**src/rtl/seg7_scan_driver.sv**
```systemverilog
// Time-multiplexed hex driver for NUM_DIGITS 7-segment digits.
// A prescaler steps a digit index once per SCAN_DIV cycles. New display data is
// staged in a pending buffer and only promoted to the active buffer when the
// scan wraps from the last digit back to digit 0, so a frame never shows torn data.
// The first DEAD_CYC cycles of every slot keep all anodes off to avoid ghosting.
//
// Interface contract: `load` is a one-cycle capture strobe with no ready/backpressure.
// Every cycle where load=1 is accepted, and the data goes into the pending buffer.
// A load that lands on the wrap cycle goes straight into the active buffer instead.
// All outputs are registered. They reflect the scan position of the previous cycle.
module seg7_scan_driver #(
  parameter int NUM_DIGITS     = 4,
  parameter int SCAN_DIV       = 50000,
  parameter int DEAD_CYC       = 2,
  parameter int SEG_ACTIVE_LOW = 1,
  parameter int AN_ACTIVE_LOW  = 1,
  parameter int BLANK_LEADING  = 1
) (
  input  logic                    clk,
  input  logic                    rst_n,
  input  logic                    load,
  input  logic [4*NUM_DIGITS-1:0] value,
  input  logic [NUM_DIGITS-1:0]   dp,
  input  logic [NUM_DIGITS-1:0]   digit_en,
  output logic [6:0]              seg,
  output logic                    seg_dp,
  output logic [NUM_DIGITS-1:0]   an,
  output logic                    frame_done
);

  localparam int CNT_W = (SCAN_DIV > 1) ? $clog2(SCAN_DIV) : 1;
  localparam int IDX_W = (NUM_DIGITS > 1) ? $clog2(NUM_DIGITS) : 1;
  localparam logic [CNT_W-1:0] CNT_MAX = CNT_W'(SCAN_DIV - 1);
  localparam logic [IDX_W-1:0] IDX_MAX = IDX_W'(NUM_DIGITS - 1);
  localparam logic [31:0]      DEAD_U  = 32'(DEAD_CYC);
  localparam logic [6:0]       SEG_OFF = (SEG_ACTIVE_LOW != 0) ? 7'h7F : 7'h00;
  localparam logic             DP_OFF  = (SEG_ACTIVE_LOW != 0);
  localparam logic [NUM_DIGITS-1:0] AN_OFF =
    (AN_ACTIVE_LOW != 0) ? {NUM_DIGITS{1'b1}} : {NUM_DIGITS{1'b0}};

  // Scan position
  logic [CNT_W-1:0] cnt_q, cnt_d;
  logic [IDX_W-1:0] idx_q, idx_d;
  logic             tick;
  logic             boundary;

  // Active (displayed) and pending (staged) buffers
  logic [4*NUM_DIGITS-1:0] act_val_q, pend_val_q;
  logic [NUM_DIGITS-1:0]   act_dp_q, pend_dp_q;
  logic [NUM_DIGITS-1:0]   act_en_q, pend_en_q;
  logic                    pend_q;

  // Registered pin drivers
  logic [6:0]            seg_q, seg_d;
  logic                  seg_dp_q, seg_dp_d;
  logic [NUM_DIGITS-1:0] an_q, an_d;
  logic                  frame_done_q;

  // Per-slot decode intermediates
  logic [3:0]            nib_sel;
  logic                  dp_sel;
  logic                  en_sel;
  logic                  blank_sel;
  logic                  in_dead;
  logic                  zacc;
  logic [NUM_DIGITS-1:0] lz;
  logic [NUM_DIGITS-1:0] onehot;
  logic [6:0]            seg_lit;
  logic [NUM_DIGITS-1:0] an_lit;

  // Active-high gfedcba glyph for one hex nibble
  function automatic logic [6:0] hex_font(input logic [3:0] n);
    logic [6:0] f;
    case (n)
      4'h0: f = 7'h3F;
      4'h1: f = 7'h06;
      4'h2: f = 7'h5B;
      4'h3: f = 7'h4F;
      4'h4: f = 7'h66;
      4'h5: f = 7'h6D;
      4'h6: f = 7'h7D;
      4'h7: f = 7'h07;
      4'h8: f = 7'h7F;
      4'h9: f = 7'h6F;
      4'hA: f = 7'h77;
      4'hB: f = 7'h7C;
      4'hC: f = 7'h39;
      4'hD: f = 7'h5E;
      4'hE: f = 7'h79;
      default: f = 7'h71;
    endcase
    return f;
  endfunction

  assign tick     = (cnt_q == CNT_MAX);
  assign boundary = tick && (idx_q == IDX_MAX);

  // Next prescaler count and digit index
  always_comb begin
    cnt_d = tick ? '0 : cnt_q + 1'b1;
    idx_d = idx_q;
    if (tick) begin
      idx_d = (idx_q == IDX_MAX) ? '0 : idx_q + 1'b1;
    end
  end

  // Decode the current slot into pin levels for the next cycle
  always_comb begin
    nib_sel   = 4'h0;
    dp_sel    = 1'b0;
    en_sel    = 1'b0;
    blank_sel = 1'b0;
    onehot    = '0;
    lz        = '0;
    zacc      = 1'b1;
    // lz[i]: nibbles i..top are all zero in the active value
    for (int i = NUM_DIGITS - 1; i >= 0; i--) begin
      zacc  = zacc && (act_val_q[i*4 +: 4] == 4'h0);
      lz[i] = zacc;
    end
    for (int i = 0; i < NUM_DIGITS; i++) begin
      if (idx_q == IDX_W'(i)) begin
        nib_sel   = act_val_q[i*4 +: 4];
        dp_sel    = act_dp_q[i];
        en_sel    = act_en_q[i];
        blank_sel = (i != 0) && lz[i];
        onehot[i] = 1'b1;
      end
    end
    in_dead  = (32'(cnt_q) < DEAD_U);
    seg_lit  = ((BLANK_LEADING != 0) && blank_sel) ? 7'h00 : hex_font(nib_sel);
    an_lit   = (in_dead || !en_sel) ? '0 : onehot;
    seg_d    = (SEG_ACTIVE_LOW != 0) ? ~seg_lit : seg_lit;
    seg_dp_d = (SEG_ACTIVE_LOW != 0) ? ~dp_sel : dp_sel;
    an_d     = (AN_ACTIVE_LOW != 0) ? ~an_lit : an_lit;
  end

  // Prescaler and digit index
  always_ff @(posedge clk or negedge rst_n) begin
    if (!rst_n) begin
      cnt_q <= '0;
      idx_q <= '0;
    end else begin
      cnt_q <= cnt_d;
      idx_q <= idx_d;
    end
  end

  // Double buffer: stage loads, promote on frame wrap (last load wins)
  always_ff @(posedge clk or negedge rst_n) begin
    if (!rst_n) begin
      act_val_q  <= '0;
      act_dp_q   <= '0;
      act_en_q   <= '0;
      pend_val_q <= '0;
      pend_dp_q  <= '0;
      pend_en_q  <= '0;
      pend_q     <= 1'b0;
    end else if (load) begin
      if (boundary) begin
        act_val_q <= value;
        act_dp_q  <= dp;
        act_en_q  <= digit_en;
        pend_q    <= 1'b0;
      end else begin
        pend_val_q <= value;
        pend_dp_q  <= dp;
        pend_en_q  <= digit_en;
        pend_q     <= 1'b1;
      end
    end else if (boundary && pend_q) begin
      act_val_q <= pend_val_q;
      act_dp_q  <= pend_dp_q;
      act_en_q  <= pend_en_q;
      pend_q    <= 1'b0;
    end
  end

  // Output pin registers
  always_ff @(posedge clk or negedge rst_n) begin
    if (!rst_n) begin
      seg_q        <= SEG_OFF;
      seg_dp_q     <= DP_OFF;
      an_q         <= AN_OFF;
      frame_done_q <= 1'b0;
    end else begin
      seg_q        <= seg_d;
      seg_dp_q     <= seg_dp_d;
      an_q         <= an_d;
      frame_done_q <= boundary;
    end
  end

  assign seg        = seg_q;
  assign seg_dp     = seg_dp_q;
  assign an         = an_q;
  assign frame_done = frame_done_q;

endmodule

```
**config.mk**
```make
export PLATFORM = sky130hd
export DESIGN_NAME = seg7_scan_driver
export DESIGN_NICKNAME = d
export VERILOG_FILES = /design/src/rtl/seg7_scan_driver.sv
export SDC_FILE = /design/constraint.sdc
export NUM_CORES = 1
export LEC_CHECK = 0
export ABC_AREA = 1
export CORE_UTILIZATION = 40
export DETAILED_ROUTE_END_ITERATION = 8
export HOLD_SLACK_MARGIN = 0.12
export PLACE_DENSITY = 0.71
export SLEW_MARGIN = 10
export SYNTH_ARGS = -nofsm -noshare
export SYNTH_HDL_FRONTEND = slang
export SYNTH_SLANG_ARGS = --single-unit
```
**constraint.sdc**
```tcl
create_clock -name clk -period 2.4 [get_ports clk]
set_input_delay 0.72 -clock clk [delete_from_list [all_inputs] [get_ports clk]]
set_output_delay 0.72 -clock clk [all_outputs]
set_load 0.005 [all_outputs]
```
**Yosys cells after proc, flatten, opt, wreduce, memory -nomap -nowiden**

Memories as Yosys holds them, arrays and structs flattened.
Index checks and enable logic that the tools add are counted.

- Add/subtract/negate cells: 2
- $lt $le $gt $ge: 1
- Equality and inequality tests: 5
- Muxes and demuxes: 35
- Bitwise gates (word level): 4
- Reductions and logical operators: 13

Operator list:

| operator | number |
|---|---|
| $mux 16 | 4 |
| $mux 4 | 11 |
| $mux 1 | 18 |
| $add 16x1->16 const B | 1 |
| $eq 16x16->1 const B | 1 |
| $lt 16x2->1 const B | 1 |
| $logic_not 4->1 | 3 |
| $mux 7 | 1 |
| $not 7->7 | 1 |
| $eq 2x2->1 const B | 2 |
| $logic_and 1x1->1 | 4 |
| $not 4->4 | 1 |
| $reduce_and 2->1 | 2 |
| $add 2x1->2 const B | 1 |
| $eq 2x1->1 const B | 1 |
| $logic_not 2->1 | 1 |
| $mux 2 | 1 |
| $ne 2x1->1 const B | 1 |
| $not 1->1 | 2 |
| $reduce_bool 2->1 | 1 |
| $logic_not 1->1 | 1 |
| $logic_or 1x1->1 | 1 |

- Bits in registers: 80
- ROM bits: 112
- Logic and storage cells: 74
- Memories kept: 1

Memory list:

| name | words | width | read ports | clocked after memory_dff | wr ports | RTL line | text |
|---|---|---|---|---|---|---|---|
| (name not given) | 16 | 7 | 1 | 0 | 0 | 74 | `case (n)` |

**Depth between registers and ports, before layout**

- Depth after elaboration: 9
- Gate-level depth with buffers: 14

**Worst setup path after synthesis**

Ideal clock, no wire load.

- Path type: register to register
- Start: reg idx_q[0]
- End: reg seg_q[3], in the netlist seg[3]
- Library setup time: 84 ps
- Arrival: 2145 ps
- Data required time: 2316 ps
- Setup slack: 171 ps
- Cell stages (with the launch flop): 13
- Buffers on the path: 1
- Clock period less this slack: 2229 ps
- Cell sequence: dfrtp_1 inv_1 ha_1 clkbuf_1 inv_1 nor2_1 nor2_1 a21oi_1 inv_1 ha_1 nand3b_1 nand3_1 nand3_1

- Longest elaborated chain between the ends: 8

Ends and longest elaborated chain:

| item | RTL line | text |
|---|---|---|
| from (decl) | 43 | `logic [IDX_W-1:0] idx_q, idx_d;` |
| from (signal assigned) | 145 | `idx_q <= idx_d;` |
| $logic_not 2->1 | 122 | `if (idx_q == IDX_W'(i)) begin` |
| $mux 4 (4 in a row) | 122 |  |
| $mem_v2 16x7 | - |  |
| $mux 7 * | 131 | `seg_lit = ((BLANK_LEADING != 0) && blank_sel) ? 7'h00 : hex_font(nib_sel);` |
| $not 7->7 * | 133 | `seg_d = (SEG_ACTIVE_LOW != 0) ? ~seg_lit : seg_lit;` |
| net seg_d[3] | 54 | `logic [6:0] seg_q, seg_d;` |
| to (signal assigned) | 187 | `seg_q <= seg_d;` |
| to (decl) | 54 |  |

Mark *: on every way through the listed nets, which the timed path passes. The rest lies on a longest branch.
A chain may end at the register's enable or synchronous reset.

**Worst setup path after layout**

Same ends and word-level chain as after synthesis.

==> summary by stage <==
STA
The final number of max-transition violations came to 0. The final critical-path setup slack is ~220 ps. The worst pin sits at a relative slew slack of about two thirds. The final critical path takes up 90.8% of the cycle.

The worst-case clock skew is 13.6 ps. The number of failing hold endpoints at the final stage is 0. Static timing analysis puts the maximum clock frequency at between 400 and 500 MHz. For the pin with the worst max-slew slack, the measured transition is 500 ps.

The time the final worst path needs with I/O delays and setup is 2180 ps. The worst slack on hold paths is a little under 300 ps. Setup repair after global routing left no endpoint under its margin. Setup violations remaining at the end of the flow were counted as 0. The setup TNS is 0 ps.

Pwr
The leakage power is 2.46 nW. The internal portion of the total power is about 2.0 mW. The switching part of the total power is 25.3%. Combinational logic burns 9.7% of the power.

The share of total power dissipated in the clock network is 37.4%. Sequential cells burn 52.9% of the power. The worst-case IR drop observed on VDD is ~450 µV. In this run the power density over the cells is 564 nW/µm². The design draws about 2.7 mW.

For this design the total switching power over the nets is 0.692 mW.

Setup path
The capturing point of the worst reg2reg path is seg[3]. The critical path goes through ha_1 > inv_1 > nor2_1 > inv_1 > nand2_1 > ha_1 > nand3b_1 > nand3_1 > nand3_1. The worst setup path is launched from a flip-flop. The path type of the worst setup path is reg2reg. Among all stages on the critical path, the largest delay is contributed by ha_1.

The reg2reg setup slack is roughly 220 ps. The critical path starts at idx_q[0]. Along the worst path, the maximum fanout reaches 11. Following the worst setup path forward leads to its endpoint at seg[3]. The critical path data required time is 2680 ps.

The logic depth of the worst register-to-register path is 9. The worst register-to-register path begins at idx_q[0]. Data arrives at the worst endpoint at 2460 ps.

The delay contributed by the slowest stage of the critical path is roughly 440 ps. The worst setup path is captured at a flip-flop.

Placed design
Including well taps, the total number of placed cells is about 650. The last weighted congestion value of the routability-driven placer is 0.849. Buffers placed on the I/O ports in this run total 39. The post-DP HPWL is approximately 6.1 mm. Before CTS, the worst setup slack after placement is ~200 ps.

Layout
The non-filler instance count after layout is 668. At the end of the flow, the number of nets in the layout was about 570. In the final layout, the multi-input gates occupy between 1500 and 2000 µm². The antenna cell count is 0. In the final layout, flip-flops and latches occupy ~2000 µm². The post-route netlist has between 10% and 20% of its cells at a drive strength greater than 1. The filler cell count in the final layout is between 900 and 1000. The relative area change from synthesis to final layout is 17.4%.

Floorplanning
In this run the count of I/O pins placed on the die edge is 40. The initial core utilization is between 40% and 50%. The core footprint is approximately 9900 µm². The row count is 36.

The full die area is 10700 µm². The die is about 100 µm wide. The floorplan step set the die height to around 100 µm.

Synthesis
Counting flops with a built-in enable in the synthesized netlist gives 0. Counting distinct cell types in the post-synthesis netlist gives 39. During synthesis, Yosys emitted a total of 0 warnings. A synthesized cell averages between 8 and 9 µm².

The flop and latch count out of synthesis is 80. The share of the Yosys chip area taken by registers is roughly half. By area the synthesized netlist is led by dfrtp_1 (41%), nand2_1 (17%), dfstp_2 (7.6%). The dominant synthesized flop cell is dfrtp_1. The area of the mapped netlist is 4130 µm². The cell count after synthesis came out at between 400 and 500.

Of all flip-flops after synthesis, the portion carrying an async set or reset was 100%. The net count after synthesis is 532. The area share of the leading cell type in the synthesized netlist is ~41%. The largest total area in the synthesized netlist belongs to dfrtp_1.

Hold path
The path type of the worst min-delay path is in2async.

Global routing
The overflow left after global routing is 0. The largest net degree at the start of global routing is 50. The initial antenna violation count was 0. The number of global-route vias before repair is between 3000 and 4000.

The wire length of the first global-routing pass is approximately 15 mm. The global-route total usage across every layer is approximately 18%.

Route
The number of detailed-routing iterations run before antenna repair is 4. The via count is 3258. After detailed routing, the number of vias per cell comes to 4.88. The first routing iteration left about 180 violations. The final routed wirelength across all metal layers is ~8.5 mm. After detailed routing, the average wire length per cell comes to 12.8 µm. For this run, design rule violations remaining after detail routing come to 0. The detail route stage leaves a number of antenna-violating nets equal to 0.

CTS
TritonCTS built the clock tree. At the later pin of the worst-skew pair, clock insertion delay measures 370 ps. The deepest level of the CTS H-tree is 3. The CTS sink count is 80.

The number of buffers created by CTS is 9. The root buffer cell chosen for the clock tree is clkbuf_8. The number of hold buffers added after CTS was 0. The clock passes through at most 2 buffers. After clock tree synthesis, the clock-pin slew on the worst setup and hold paths is 90 ps.

Run
The number of maximum-capacitance violations is 0.

Outcome
The run finished with clean final reports.
layout by cell type, fill, tap and decap left out, types with 6 or more instances in the layout:
master,count
a21oi_1,11
clkbuf_8,9
clkdlybuf4s50_1,37
dfrtp_1,68
dfstp_2,12
ha_1,9
inv_1,31
mux2_2,24
nand2_1,192
nand3_1,47
nor2_1,23
nor3_1,7
o21ai_0,8
xor2_1,6
layout make-up:
class	count	area share, %
flip-flops and latches	80	41.6
multi-input cells	360	39.0
repair buffers	43	9.03
well taps	133	3.43
inverters	36	2.79
clock buffers	9	2.55
clock inverters	7	1.63
power groups by stage:
stage / logic [mW] / registers, mW / clock network [mW]
3_5_place_dp: 0.266 / 1.47 / 0
6_report: 0.264 / 1.45 / 1.02
4_1_cts: 0.268 / 1.45 / 1.05
5_1_grt: 0.300 / 1.45 / 1.12
3_3_place_gp: 0.262 / 1.47 / 0
2_1_floorplan: 0.139 / 1.46 / 0
kinds of logic (layout without fill, tap and decap cells):
| kind of cell | Yosys count | in the layout | share of synthesized area (%) |
|---|---|---|---|
| adders and majority gates | 11 | 11 | 3.33 |
| AOI/OAI and AO/OA | 27 | 27 | 3.79 |
| buffers and inverters | 54 | 95 | 5.54 |
| and+or+nand+nor | 292 | 292 | 30.7 |
| xor gates and xnor gates | 6 | 6 | 1.27 |
| DFF | 80 | 80 | 48.8 |
| muxes | 24 | 24 | 6.54 |
critical path, delay by kind of cell, from the launching register on:
family / cells / cell delay, ps
simple gates: 5 / 720
fa+ha+maj: 2 / 700
flops: 1 / 390
buf+inv: 2 / 280
layer usage:
metal	track usage, %	wire length, µm
met5	0	0
met2	27.0	3860
met3	5.16	327
met4	6.52	122
met1	23.7	4210
synthesized netlist by cell type, types with 2 or more instances:
| cell type | count |
|---|---|
| a22oi_1 | 2 |
| xor2_1 | 6 |
| a21oi_1 | 11 |
| nor3_4 | 2 |
| inv_2 | 4 |
| buf_2 | 3 |
| dfrtp_1 | 68 |
| nand4_1 | 3 |
| nor3_1 | 7 |
| mux2_2 | 24 |
| o21bai_1 | 2 |
| dfstp_2 | 12 |
| nor4_1 | 4 |
| or2_2 | 2 |
| buf_4 | 2 |
| nor2_1 | 23 |
| nand2_2 | 2 |
| o21ai_0 | 8 |
| ha_1 | 11 |
| buf_6 | 2 |
| inv_1 | 31 |
| buf_1 | 2 |
| nand2_1 | 192 |
| nand3_1 | 47 |
| clkbuf_1 | 9 |
| nor3b_1 | 2 |
how the worst min path moves through the flow:
stage,start,endpoint,slack [ps],cells after the start
4_1_cts,rst_n,cnt_q[15],290,1
5_1_grt,rst_n,pend_en_q[0],310,1
3_5_place_dp,act_dp_q[3],seg_dp,440,1
2_1_floorplan,act_dp_q[3],seg_dp,390,1
3_3_place_gp,act_dp_q[3],seg_dp,430,1
6_report,rst_n,pend_en_q[0],290,1
sequential cells by signal, summed over array words and instances, names as in the netlist:
name	flops
pend_en_q	4
frame_done	1
pend_q	1
cnt_q	16
an	4
seg	7
seg_dp	1
act_en_q	4
pend_dp_q	4
idx_q	2
pend_val_q	16
act_val_q	16
act_dp_q	4
repair_timing:
| item | in CTS | in global routing |
|---|---|---|
| resized for setup | 0 | 2 |
| setup endpoints to repair | 0 | 2 |
| setup buffers | 0 | 0 |
stage by stage:
stage	utilization (%)	cell area, µm²
after floorplan	-	4130
after global placement	46.8	4640
after detailed placement	46.8	4640
after CTS	48.9	4840
after global routing	48.9	4850
final	48.9	4850
(Power assumes the default switching activity.)
